[config.mk]
export PLATFORM = sky130hd
export DESIGN_NAME = rca_result_buffer
export DESIGN_NICKNAME = d
export VERILOG_FILES = /design/src/rtl/rca_stage_pkg.sv /design/src/rtl/rca_sync_fifo.sv /design/src/rtl/rca_result_buffer.sv
export SDC_FILE = /design/constraint.sdc
export NUM_CORES = 1
export LEC_CHECK = 0
export CORE_MARGIN = 2
export CORE_UTILIZATION = 50
export CTS_CLUSTER_DIAMETER = 60
export CTS_CLUSTER_SIZE = 40
export DETAILED_ROUTE_END_ITERATION = 8
export GPL_TIMING_DRIVEN = 0
export HOLD_SLACK_MARGIN = 0.06
export PLACE_DENSITY = 0.85
export SLEW_MARGIN = 10
export SYNTH_ARGS = -nofsm -noshare
export SYNTH_HDL_FRONTEND = slang
export SYNTH_SLANG_ARGS = --single-unit
[constraint.sdc]
create_clock -name clock -period 7.4 [get_ports clock]
set_input_delay 0.74 -clock clock [delete_from_list [all_inputs] [get_ports clock]]
set_output_delay 0.74 -clock clock [all_outputs]
set_load 0.05 [all_outputs]
[src/rtl/rca_stage_pkg.sv]
// Shared types for the ripple-carry adder stage: operand width and the captured result word.
package rca_stage_pkg;
   localparam int DATA_W = 64;

   typedef struct packed {
      logic              crout;
      logic [DATA_W-1:0] sum;
   } rca_result_t;
endpackage

[src/rtl/rca_sync_fifo.sv]
// First-word fall-through FIFO with occupancy count; a push into a full FIFO without a pop is dropped.
module rca_sync_fifo #(
   parameter  int WIDTH  = 65,
   parameter  int DEPTH  = 4,
   localparam int PTR_W  = (DEPTH > 1) ? $clog2(DEPTH) : 1,
   localparam int FILL_W = $clog2(DEPTH + 1)
) (
   input  logic              clock,
   input  logic              reset,
   input  logic              push,
   input  logic [WIDTH-1:0]  wdata,
   input  logic              pop,
   output logic [WIDTH-1:0]  rdata,
   output logic              valid,
   output logic              full,
   output logic              wr_en,
   output logic [FILL_W-1:0] fill
);
   logic [WIDTH-1:0] mem [DEPTH];
   logic [PTR_W-1:0] wr_ptr;
   logic [PTR_W-1:0] rd_ptr;
   logic             rd_en;

   assign valid = (fill != '0);
   assign full  = (fill == FILL_W'(DEPTH));
   assign rd_en = pop && valid;
   // A simultaneous pop frees the slot, so a push at full is still accepted.
   assign wr_en = push && (!full || rd_en);
   assign rdata = mem[rd_ptr];

   always_ff @(posedge clock) begin
      if (reset) begin
         wr_ptr <= '0;
         rd_ptr <= '0;
         fill   <= '0;
         for (int i = 0; i < DEPTH; i++) mem[i] <= '0;
      end else begin
         if (wr_en) begin
            mem[wr_ptr] <= wdata;
            wr_ptr      <= wr_ptr + 1'b1;
         end
         if (rd_en) rd_ptr <= rd_ptr + 1'b1;
         if (wr_en && !rd_en)      fill <= fill + 1'b1;
         else if (!wr_en && rd_en) fill <= fill - 1'b1;
      end
   end

   overflow_chk : assert property (@(posedge clock) disable iff (reset) !(push && full && !pop));
endmodule

[src/rtl/rca_result_buffer.sv]
// Tracks operands issued to the fixed-latency adder, captures their results into a FIFO,
// and grants credit to the operand source so no result can ever be lost.
module rca_result_buffer
   import rca_stage_pkg::*;
#(
   parameter  int LATENCY = 2,
   parameter  int DEPTH   = 4,
   parameter  int CNT_W   = 32,
   localparam int FILL_W  = $clog2(DEPTH + 1)
) (
   input  logic              clock,
   input  logic              reset,
   input  logic              op_valid,
   output logic              op_ready,
   input  logic [DATA_W-1:0] res_sum,
   input  logic              res_crout,
   output logic              out_valid,
   input  logic              out_ready,
   output logic [DATA_W-1:0] out_sum,
   output logic              out_crout,
   output logic [FILL_W-1:0] fill,
   output logic [CNT_W-1:0]  carry_count,
   output logic              proto_err
);
   localparam int INF_W = $clog2(LATENCY + 1);
   localparam int OCC_W = $clog2(DEPTH + LATENCY + 1);

   logic [LATENCY-1:0] tag;
   logic [INF_W-1:0]   inflight;
   logic [OCC_W-1:0]   occ;
   logic               issue;
   logic               push;
   logic               pop;
   logic               wr_en;
   logic               fifo_full;
   rca_result_t        wdata;
   rca_result_t        rdata;

   always_comb begin
      inflight = '0;
      for (int i = 0; i < LATENCY; i++) inflight = inflight + INF_W'(tag[i]);
   end

   // Pops are not credited back in the same cycle, keeping out_ready off the op_ready path.
   assign occ      = OCC_W'(fill) + OCC_W'(inflight);
   assign op_ready = !reset && (occ < OCC_W'(DEPTH));
   assign issue    = op_valid && op_ready;
   assign push     = tag[LATENCY-1];
   assign pop      = out_valid && out_ready;
   assign wdata    = '{crout: res_crout, sum: res_sum};

   rca_sync_fifo #(
      .WIDTH ($bits(rca_result_t)),
      .DEPTH (DEPTH)
   ) u_fifo (
      .clock (clock),
      .reset (reset),
      .push  (push),
      .wdata (wdata),
      .pop   (pop),
      .rdata (rdata),
      .valid (out_valid),
      .full  (fifo_full),
      .wr_en (wr_en),
      .fill  (fill)
   );

   assign out_sum   = rdata.sum;
   assign out_crout = rdata.crout;

   always_ff @(posedge clock) begin
      if (reset) begin
         tag         <= '0;
         carry_count <= '0;
         proto_err   <= 1'b0;
      end else begin
         tag <= (tag << 1) | LATENCY'(issue);
         if (wr_en && res_crout && (carry_count != {CNT_W{1'b1}}))
            carry_count <= carry_count + 1'b1;
         if (op_valid && !op_ready)
            proto_err <= 1'b1;
      end
   end
endmodule
==> results.cfg <==
[detailed_routing]
wl_per_cell_um = 19.7
drc = 0
drt_iter0_drc = 737
dr.pass1.iters = 5
dr_total_vias = 8304
ant_nets = 0
routed_wl_um = 29600
via_per_inst = 5.51

[floorplanning]
dieArea_sq_um = 27400
initial_core_util = 0.506
core_sq_um = 25800
die_y_um = 166
num_rows = 59
ios = 172
die-width_um = 166

[synthesis]
synth_top_area_frac = 0.598
ys_seq_area_frac = 0.665
synth.distinct_cells = 48
async_flop_share = 0
ys_warn_count = 0
ys_ff_latch = 304
postSynthCellCount = 953
synth.avg_cell_area_sq_um = 13.7
synth_area_sq_um = 13100
synthTopCellsByArea = edfxtp_1, mux4_2, dfxtp_1, nor2_1, and2_1
ys.flop_type = edfxtp_1
synth_edf_count = 260
synth.net_count = 1026
synth_top_cell_by_area = edfxtp_1

[placement]
portBuffers = 171
place_inst = 1466
gp_congestion = 0.879
dpl.hpwl_um = 19100

[cts]
clk_path_buf_depth = 3
cts_hold_buf = 0
clkTransAtPathRegs_ns = 0.07
clk_latency_ns = 0.55
cts_tree = done
cts_setup_buffers = 0
cts_sinks = 304
cts_htree_levels = 1
clockRootBuffer = clkbuf_16
cts-resized-gates = 0
cts_buffers = 23

[cells_and_area]
fill_cells = 1894
area_delta_synth_final_pct = 24.1
layoutNonFillerInstCount = 1508
seqCellArea_sq_um = 8690
nets = 1229
antenna_cells = 0
drive_gt1_frac = 0.108
multi_input_area_sq_um = 3930

[global_route]
grt_overflow = 0
track_usage = 0.216
grt_pass1_wl_um = 46800
antenna_found_initial = 0
grt_pass1_vias = 8728
grt_max_degree = 37

[sta]
rsz0062_at_grt = no
fin_crit_ns = 4.29
slew_headroom = 0.242
hold_viol = 0
skew_ns = 0.0313
setup_viol = 0
max_freq_mhz = 233
slew_violations = 0
setup_tns_ns = 0
holdWs_ns = 0.471
max_slew.worst_pin.slew_ns = 1.13
period_share = 0.580

[critical_path]
critical_path.max_fanout = 10
slowest_stage = buf_1
worstSetupPathType = reg -> out
slowest_delay_ns = 0.75
required_ns = 6.66
crit_arrival_ns = 3.55
worstSetupStartpointType = register
cp_cell_sequence = clkbuf_1 -> buf_1 -> mux4_2 -> clkdlybuf4s50_1
end_kind = output pin
rrSetupSlack_ns = 4.09

[worst_hold_path]
hp-class = reg -> reg

[power_and_ir_drop]
clkPwrFrac = 0.305
p_per_area_nw_per_um2 = 270
internal_power_mw = 3.00
p_leak_nw = 5.94
combPwrFrac = 0.243
vdd_ir_drop_max_mv = 0.213
p_switching_mw = 1.38
switching_share = 0.315
p_seq_frac = 0.452
totalPowerFinal_mw = 4.38

[run]
max_cap_violations = 0

[outcome]
run_status = finished clean
[Yosys cell counts, drive strengths merged, types with 2 or more instances]
library cell / instances
a211oi: 5
a21o: 2
a21oi: 19
and2: 66
and3: 6
buf: 14
clkbuf: 39
dfxtp: 44
edfxtp: 260
ha: 3
inv: 70
mux2: 4
mux2i: 2
mux4: 65
nand2: 77
nand2b: 4
nand3: 14
nand4: 11
nor2: 159
nor2b: 6
nor3: 9
nor4: 8
o21ai: 12
o21bai: 2
o31ai: 6
or2: 2
or3: 12
or4: 8
xnor2: 8
xor2: 8
[layout by cell type (no fill, tap or decap), types with 5 or more instances in the layout]
| cell | instances |
|---|---|
| xnor2_1 | 8 |
| or4_1 | 8 |
| clkdlybuf4s50_1 | 171 |
| and3_1 | 6 |
| clkbuf_16 | 23 |
| and2_1 | 66 |
| nor2_1 | 159 |
| xor2_1 | 8 |
| nor4_1 | 7 |
| nor2b_1 | 6 |
| inv_1 | 70 |
| dfxtp_1 | 44 |
| nand2_1 | 77 |
| nor3_1 | 7 |
| a211oi_1 | 5 |
| o21ai_0 | 8 |
| nand4_1 | 10 |
| mux4_2 | 65 |
| nand3_1 | 14 |
| buf_1 | 10 |
| edfxtp_1 | 260 |
| a21oi_1 | 19 |
| clkbuf_1 | 40 |
| o31ai_1 | 5 |
| or3_1 | 12 |
[metrics by stage]
stage,setup WS (ns),utilization,cell area (sq um)
CTS,2.95,0.628,16200
global route,2.81,0.628,16200
global placement,-0.0655,0.588,15200
detailed placement,3.39,0.596,15400
finish,3.11,0.628,16200
floorplan,2.67,-,13100
[cell families (layout without fill, tap and decap cells)]
kind of cell	Yosys count	count (layout)	synth area share
buf+inv	123	343	0.0366
fa+ha+maj	4	4	0.00441
simple gates	385	385	0.142
flops	304	304	0.665
xor+xnor	16	16	0.0107
mux	71	71	0.117
compound gates	50	50	0.0241
[power by group through the flow]
stage | clock network, mW | registers, mW | logic, mW
after floorplan | 0 | 2.03 | 0.696
after global placement | 0 | 2.02 | 1.05
after detailed placement | 0 | 2.02 | 1.07
after CTS | 1.36 | 1.98 | 1.08
after global routing | 1.42 | 1.99 | 1.12
final | 1.34 | 1.98 | 1.06
[layer usage]
layer / vias up / GRT usage / part of all wire
met5: - / 0 / 0
met4: 0 / 0.0405 / 0.017
met3: 38 / 0.0411 / 0.071
met2: 343 / 0.386 / 0.52
met1: 4094 / 0.278 / 0.40
li1: 3829 / - / -
[area by class of cell]
type | count | share of cell area
clock inverters | 18 | 0.0148
flip-flops and latches | 304 | 0.536
clock buffers | 24 | 0.0357
repair buffers | 178 | 0.116
multi-input cells | 526 | 0.243
inverters | 70 | 0.0162
plain buffers | 53 | 0.0133
well taps | 335 | 0.0259
[critical path, delay by kind of cell (launching register included)]
family / cells / cell delay (ns)
multiplexers: 1 / 0.62
buffers and inverters: 3 / 2.08
flip-flops: 1 / 0.33
[flip-flops by register name, indices dropped and copies added, names as in the netlist, named ones only]
name           flops
u_fifo.rd_ptr      2
tag                2
proto_err          1
u_fifo.fill        3
u_fifo.mem       260
carry_count       32
u_fifo.wr_ptr      2
[worst paths after layout]
kind / start / endpoint / depth (start not counted)
min reg2reg: proto_err$_SDFFE_PP0P_ / proto_err$_SDFFE_PP0P_ / 2
min: proto_err$_SDFFE_PP0P_ / proto_err$_SDFFE_PP0P_ / 2
max: register / out_sum[32] / 4
max reg2reg: u_fifo.fill[1]$_SDFFE_PP0P_ / u_fifo.mem[0][4]$_SDFFCE_PN0P_ / 6
(Power assumes the default switching activity.)
